[config.mk]
export PLATFORM = sky130hd
export DESIGN_NAME = exc_arbiter
export DESIGN_NICKNAME = d
export VERILOG_FILES = /design/src/rtl/exc_arbiter_pkg.sv /design/src/rtl/exc_prio.sv /design/src/rtl/exc_arbiter.sv
export SDC_FILE = /design/constraint.sdc
export NUM_CORES = 1
export LEC_CHECK = 0
export CORE_MARGIN = 2
export CORE_UTILIZATION = 43
export CTS_CLUSTER_SIZE = 14
export DETAILED_ROUTE_END_ITERATION = 12
export GPL_TIMING_DRIVEN = 0
export PLACE_DENSITY = 0.95
export SKIP_LAST_GASP = 1
export SYNTH_ARGS = -nofsm -noshare
export SYNTH_HDL_FRONTEND = slang
export SYNTH_SLANG_ARGS = --single-unit
[constraint.sdc]
create_clock -name cpu_clk_50M -period 6.27 [get_ports cpu_clk_50M]
set_input_delay 0.9405 -clock cpu_clk_50M [delete_from_list [all_inputs] [get_ports cpu_clk_50M]]
set_output_delay 0.9405 -clock cpu_clk_50M [all_outputs]
set_load 0.02 [all_outputs]
[src/rtl/exc_arbiter_pkg.sv]
// Shared constants for the MEM-stage exception arbiter: exception codes,
// stall bus layout, FSM states and the BadVAddr source selector.
package exc_arbiter_pkg;
    localparam int EXC_CODE_W = 5;
    localparam int STALL_W    = 6;
    localparam int STALL_MEM  = 4;
    localparam logic STOP     = 1'b1;
    localparam logic NOSTOP   = 1'b0;

    typedef logic [EXC_CODE_W-1:0] exc_code_t;

    localparam exc_code_t EXC_INT  = 5'h00;
    localparam exc_code_t EXC_ADEL = 5'h04;
    localparam exc_code_t EXC_ADES = 5'h05;
    localparam exc_code_t EXC_SYS  = 5'h08;
    localparam exc_code_t EXC_BP   = 5'h09;
    localparam exc_code_t EXC_RI   = 5'h0a;
    localparam exc_code_t EXC_OV   = 5'h0c;
    localparam exc_code_t EXC_NONE = 5'h10;
    localparam exc_code_t EXC_ERET = 5'h11;

    typedef enum logic [1:0] {ST_RUN, ST_HOLD, ST_SQUASH} state_t;
    typedef enum logic [1:0] {DSEL_ZERO, DSEL_PC, DSEL_DATA} dsel_t;

    // Enabled, unmasked interrupt with IE set and EXL clear.
    function automatic logic int_pending(input logic [31:0] status, input logic [31:0] cause);
        return (|(cause[15:8] & status[15:8])) & status[0] & ~status[1];
    endfunction
endpackage

[src/rtl/exc_prio.sv]
// Fixed-priority exception encoder: picks one code from the MEM-stage flags
// and the registered interrupt, plus where BadVAddr should come from.
module exc_prio
    import exc_arbiter_pkg::*;
(
    input  logic      int_q,
    input  logic      adel_if,
    input  logic      ri,
    input  logic      sys,
    input  logic      bp,
    input  logic      ov,
    input  logic      adel,
    input  logic      ades,
    input  logic      eret,
    output exc_code_t code,
    output dsel_t     dsel
);
    always_comb begin
        code = EXC_NONE;
        dsel = DSEL_ZERO;
        if (int_q) begin
            code = EXC_INT;
        end else if (adel_if) begin
            code = EXC_ADEL;
            dsel = DSEL_PC;
        end else if (ri) begin
            code = EXC_RI;
        end else if (sys) begin
            code = EXC_SYS;
        end else if (bp) begin
            code = EXC_BP;
        end else if (ov) begin
            code = EXC_OV;
        end else if (adel) begin
            code = EXC_ADEL;
            dsel = DSEL_DATA;
        end else if (ades) begin
            code = EXC_ADES;
            dsel = DSEL_DATA;
        end else if (eret) begin
            code = EXC_ERET;
        end
    end
endmodule

[src/rtl/exc_arbiter.sv]
// MEM-stage exception arbiter: emits one exception code to CP0 for exactly one
// unstalled cycle, holds it across MEM stalls, then squashes while flush drains.
module exc_arbiter
    import exc_arbiter_pkg::*;
#(
    parameter int PC_W       = 32,
    parameter int SQUASH_CYC = 1
) (
    input  logic                  cpu_clk_50M,
    input  logic                  cpu_rst_n,
    input  logic [STALL_W-1:0]    stall,
    input  logic                  valid_i,
    input  logic [PC_W-1:0]       pc_i,
    input  logic                  is_branch_i,
    input  logic                  exc_adel_if_i,
    input  logic                  exc_ri_i,
    input  logic                  exc_sys_i,
    input  logic                  exc_bp_i,
    input  logic                  exc_ov_i,
    input  logic                  exc_adel_i,
    input  logic                  exc_ades_i,
    input  logic                  eret_i,
    input  logic [31:0]           daddr_i,
    input  logic [31:0]           status_i,
    input  logic [31:0]           cause_i,
    output logic [EXC_CODE_W-1:0] exccode_o,
    output logic [PC_W-1:0]       pc_o,
    output logic                  in_delay_o,
    output logic [31:0]           daddr_o
);
    localparam int CNT_W = (SQUASH_CYC > 1) ? $clog2(SQUASH_CYC) : 1;

    state_t          state;
    logic [CNT_W-1:0] sq_cnt;
    logic            int_q;
    logic            dly_q;
    exc_code_t       held_code;
    logic [PC_W-1:0] held_pc;
    logic [31:0]     held_daddr;
    logic            held_dly;

    exc_code_t   prio_code;
    dsel_t       prio_dsel;
    exc_code_t   cand_code;
    logic [31:0] cand_daddr;
    logic        stop;
    logic        emit;
    logic        unused_bits;

    assign unused_bits = ^{stall[STALL_W-1:STALL_MEM+1], stall[STALL_MEM-1:0],
                           status_i[31:16], status_i[7:2], cause_i[31:16], cause_i[7:0]};
    assign stop = (stall[STALL_MEM] == STOP);

    exc_prio u_prio (
        .int_q   (int_q),
        .adel_if (exc_adel_if_i),
        .ri      (exc_ri_i),
        .sys     (exc_sys_i),
        .bp      (exc_bp_i),
        .ov      (exc_ov_i),
        .adel    (exc_adel_i),
        .ades    (exc_ades_i),
        .eret    (eret_i),
        .code    (prio_code),
        .dsel    (prio_dsel)
    );

    // Only a real instruction in RUN can raise a new exception.
    always_comb begin
        cand_code  = (valid_i && state == ST_RUN) ? prio_code : EXC_NONE;
        cand_daddr = '0;
        case (prio_dsel)
            DSEL_PC:   cand_daddr = 32'(pc_i);
            DSEL_DATA: cand_daddr = daddr_i;
            default:   cand_daddr = '0;
        endcase
    end

    always_comb begin
        exccode_o  = EXC_NONE;
        pc_o       = '0;
        in_delay_o = 1'b0;
        daddr_o    = '0;
        emit       = 1'b0;
        if (cpu_rst_n) begin
            case (state)
                ST_RUN: begin
                    if (cand_code != EXC_NONE && !stop) begin
                        emit       = 1'b1;
                        exccode_o  = cand_code;
                        pc_o       = pc_i;
                        in_delay_o = dly_q;
                        daddr_o    = cand_daddr;
                    end
                end
                ST_HOLD: begin
                    if (!stop) begin
                        emit       = 1'b1;
                        exccode_o  = held_code;
                        pc_o       = held_pc;
                        in_delay_o = held_dly;
                        daddr_o    = held_daddr;
                    end
                end
                default: ;
            endcase
        end
    end

    always_ff @(posedge cpu_clk_50M) begin
        if (!cpu_rst_n) begin
            state      <= ST_RUN;
            sq_cnt     <= '0;
            int_q      <= 1'b0;
            dly_q      <= 1'b0;
            held_code  <= EXC_NONE;
            held_pc    <= '0;
            held_daddr <= '0;
            held_dly   <= 1'b0;
        end else begin
            int_q <= int_pending(status_i, cause_i);
            if (emit) begin
                dly_q <= 1'b0;
            end else if (state == ST_RUN && valid_i && !stop) begin
                dly_q <= is_branch_i;
            end
            case (state)
                ST_RUN: begin
                    if (cand_code != EXC_NONE) begin
                        if (stop) begin
                            state      <= ST_HOLD;
                            held_code  <= cand_code;
                            held_pc    <= pc_i;
                            held_daddr <= cand_daddr;
                            held_dly   <= dly_q;
                        end else begin
                            state  <= ST_SQUASH;
                            sq_cnt <= CNT_W'(SQUASH_CYC - 1);
                        end
                    end
                end
                ST_HOLD: begin
                    if (!stop) begin
                        state  <= ST_SQUASH;
                        sq_cnt <= CNT_W'(SQUASH_CYC - 1);
                    end
                end
                ST_SQUASH: begin
                    if (sq_cnt == '0) begin
                        state <= ST_RUN;
                    end else begin
                        sq_cnt <= sq_cnt - 1'b1;
                    end
                end
                default: state <= ST_RUN;
            endcase
        end
    end
endmodule

==> flow_results.org <==
** Hold path
- Hold endpoint :: held_pc[18]
- Hold Crit Depth :: 2
- Worst min-delay path category :: reg -> reg
- Worst min-delay path startpoint :: held_pc[18]

** Critical path
- Slowest cell on crit path :: sky130_fd_sc_hd__clkdlybuf4s50_1
- Worst Path Required :: 5330 ps
- Slowest Stage Delay on Critical Path :: 610 ps
- Signal arrival time at the worst endpoint :: 4270 ps
- Walking the worst path, the cells encountered are clkdlybuf4s50_1 -> nor4_1 -> nand2_1 -> or2_2 -> inv_1 -> ha_1 -> clkbuf_1 -> a22oi_1 -> nor2_1 -> a22o_1 -> clkdlybuf4s50_1.
- Number of cells on the worst reg-to-reg path :: 8
- Across all register-to-register paths, the minimum setup slack is 3650 ps.
- Type of destination of the critical path :: output pin
- R2r startpoint :: state[0]
- CP Max Fanout :: 10
- The critical path in this run is classified as in -> out.
- Among the stages of the critical path, the cell type that occurs most often is sky130_fd_sc_hd__clkdlybuf4s50_1.
- Capture point of the worst reg-to-reg path :: held_daddr[19]
- STA classifies the critical path startpoint as a primary input.

** Status
- Outcome :: complete, no violations

** Clock network
- The number of clock buffers added by TritonCTS is 9.
- TritonCTS built the clock tree.
- Clk buf depth :: 2
- Cts repair resizes :: 0
- Buffers added to address setup during post-CTS repair amount to 0.
- CTS placed an instance of sky130_fd_sc_hd__clkbuf_8 at the clock tree root.
- The clock drives 75 sinks.
- Clock-pin slew was measured on the worst setup and hold paths at 70 ps.
- Number of buffers added to fix hold violations after cts :: 0
- Worst skew pair latency :: 360 ps
- CTS H-Tree Depth :: 3

** Timing
- Fin. max-slew vios :: 0
- Once routing completed, OpenROAD measured the worst setup slack at 1056 ps.
- In the finished design, the share of the clock period the worst path needs comes to 83.16%.
- Headroom to the max-slew limit :: 57.54%
- TNS Setup :: 0 ps
- Setup Viol. Count Final :: 0
- Time the final worst path needs with I/O delays and setup :: 5214 ps
- Across the routed clock network, the largest skew measured is 7.244 ps.
- For the pin with the worst max-slew slack, the measured transition is 636.9 ps.
- FMAX :: 0.1918 GHz
- Endpoints failing hold :: 0
- RSZ-0062 raised after global routing :: false

** Placed design
- Before CTS, the worst setup slack after placement is 1132 ps.
- Placer congestion estimate :: 0.8792
- After legalization and detailed placement, the total HPWL measured 11460 microns.
- Input and output buffers added on the ports amount to 164.

** Die
- Starting Density :: 44.69%
- Number of rows in the core area :: 35
- The floorplan step set the die height to 102.2 microns.
- The region available for standard cell placement spans 9284 sq um.
- In this run the count of I/O pins placed on the die edge is 216.
- Die area :: 10450 sq um
- Die Wd :: 102.2 microns

** Yosys
- Summed instance area of the synthesized netlist :: 4149 sq um
- Cell type contributing the most total cell area after synthesis :: sky130_fd_sc_hd__dfxtp_1
- When the netlist entered floorplanning its net count stood at 685.
- Sequential cells were found to cover 36.19% of the synthesized design area.
- Avg Synthesized Cell Area :: 7.726 sq um
- Of the post-synthesis cell area, the dominant cell type holds 36.19%.
- In the synthesized netlist, the number of instances is 537.
- YS warnings :: 0
- Synth unique cells :: 37
- Leading cell types by total area after synthesis :: sky130_fd_sc_hd__dfxtp_1, sky130_fd_sc_hd__a22o_1, sky130_fd_sc_hd__nand4_1, sky130_fd_sc_hd__o21ai_0, sky130_fd_sc_hd__nand2_1
- After synthesis the netlist holds a flip-flop and latch count of 75.

** Global route
- The via count of the first global-routing pass was 5195.
- The first global-routing pass estimated 24580 microns of wire.
- Antenna violations before repair :: 0
- For this run, the total global-route usage over all layers was measured as 29.83%.
- Leftover overflow at the end of global routing :: 0
- Entering global routing, the biggest net connects 14 pins.

** Route
- In this run, the number of DRC markers left after iteration 0 of detailed routing was 475.
- Via count :: 5221
- Summed over all layers, the routed wires come to 15640 microns.
- In the routed design, unresolved DRC markers number 0.
- Mean number of vias per cell :: 6.171
- Before antenna repair, the detailed router went through 6 iterations.
- Count of antenna-violating nets left after detailed routing :: 0
- Post-detailed-route wirelength per cell :: 18.48 microns

** Layout
- Most used cells in the layout excluding fill and tap cells :: sky130_fd_sc_hd__clkdlybuf4s50_1, sky130_fd_sc_hd__nand2_1, sky130_fd_sc_hd__dfxtp_1
- Number of antenna diodes :: 0
- For this run, the post-layout net count is 860.
- Leading cell type in the layout, fill and taps excluded :: sky130_fd_sc_hd__clkdlybuf4s50_1
- Cells fill 66.44% of the core in the end.
- Share of cells above drive strength 1 :: 5.718%
- The area growth from synthesis to layout is 48.67%.

** Pwr
- The worst-case IR drop observed on VDD is 0.0001244 V.
- Static leakage :: 2.117 nW
- The completed layout was analyzed and its total power is 0.001176 W.
- Ratio of total power to cell area :: 190.6 nW/um^2

** Run
- The tool flagged a number of max-cap violations equal to 0.
## state kept, by name (all words and copies together), names as in the netlist
register    flops
int_q           1
held_pc        32
held_dly        1
held_code       5
state           2
dly_q           1
sq_cnt          1
held_daddr     32
## through the flow
step / hold slack, ps / area [sq um] / instances
2_1_floorplan: 428.7 / 4149 / 537
3_3_place_gp: 437.2 / 5952 / 830
3_5_place_dp: 451.0 / 5952 / 830
4_1_cts: 462.5 / 6168 / 846
5_1_grt: 472.0 / 6168 / 846
6_report: 463.3 / 6168 / 846
## worst max-delay path: cells and delay by family
family                     cells  cell delay, ps
AOI/OAI and AO/OA              2             350
buffers and inverters          4            1620
and+or+nand+nor                4            1030
adders and majority gates      1             320
## area by class of cell
class	count	area [sq um]
clock inverters	7	92.59
fillers	793	3115
flip-flops and latches	75	1501
repair buffers	164	1642
multi-input cells	396	2351
well taps	129	161.4
clock buffers	9	123.9
inverters	3	11.26
plain buffers	63	285.3
## per-layer routing
| layer | routed length (microns) | global-route usage [%] | vias up |
|---|---|---|---|
| met4 | 486 | 11.08 | 0 |
| met3 | 1650 | 8.208 | 61 |
| met5 | 0 | 0 | - |
| met1 | 5881 | 35.88 | 2415 |
| met2 | 7616 | 50.96 | 377 |
| li1 | - | - | 2368 |
## cells by family (layout without fill, tap and decap cells)
group / after synthesis / in the layout / synth area share [%]
AO/OA/AOI/OAI: 187 / 187 / 31.70
adder cells (fa/ha/maj): 2 / 2 / 0.6030
buffers and inverters: 66 / 246 / 7.147
flip-flops: 75 / 75 / 36.19
multiplexers: 1 / 1 / 0.2413
AND/OR/NAND/NOR: 206 / 206 / 24.12
## synthesized netlist by cell type, drive strengths merged
cell    count
nand3       3
a21oi       5
a22o       68
nand4      66
a31oi       1
o22ai       1
a22oi      32
clkbuf     47
nor4bb      1
dfxtp      75
or3b        1
o2111a      1
o21ai      72
nand2      76
or4b        2
ha          2
a32o        1
a211oi      1
o32ai       1
and2        4
mux2i       1
buf        16
nor4        2
a221oi      2
nand2b      2
nor3        3
nor2       44
or2         2
o21bai      2
inv         3
## worst max path at each step
stage | start | endpoint | cells past startpoint
6_report | exc_ri_i | daddr_o[2] | 11
5_1_grt | exc_ri_i | daddr_o[11] | 11
4_1_cts | exc_ri_i | daddr_o[14] | 11
3_5_place_dp | exc_ri_i | daddr_o[11] | 11
3_3_place_gp | exc_ri_i | daddr_o[28] | 11
2_1_floorplan | valid_i | daddr_o[0] | 7
## report_power, final
| part | switching [W] | total (W) | internal, W |
|---|---|---|---|
| clock | 0.000193 | 0.000415 | 0.000222 |
| sequential | 0.0000104 | 0.000504 | 0.000493 |
| combinational | 0.000144 | 0.000257 | 0.000112 |
| total | 0.000348 | 0.00118 | 0.000828 |
No activity file was read; power rests on OpenSTA's default activity.
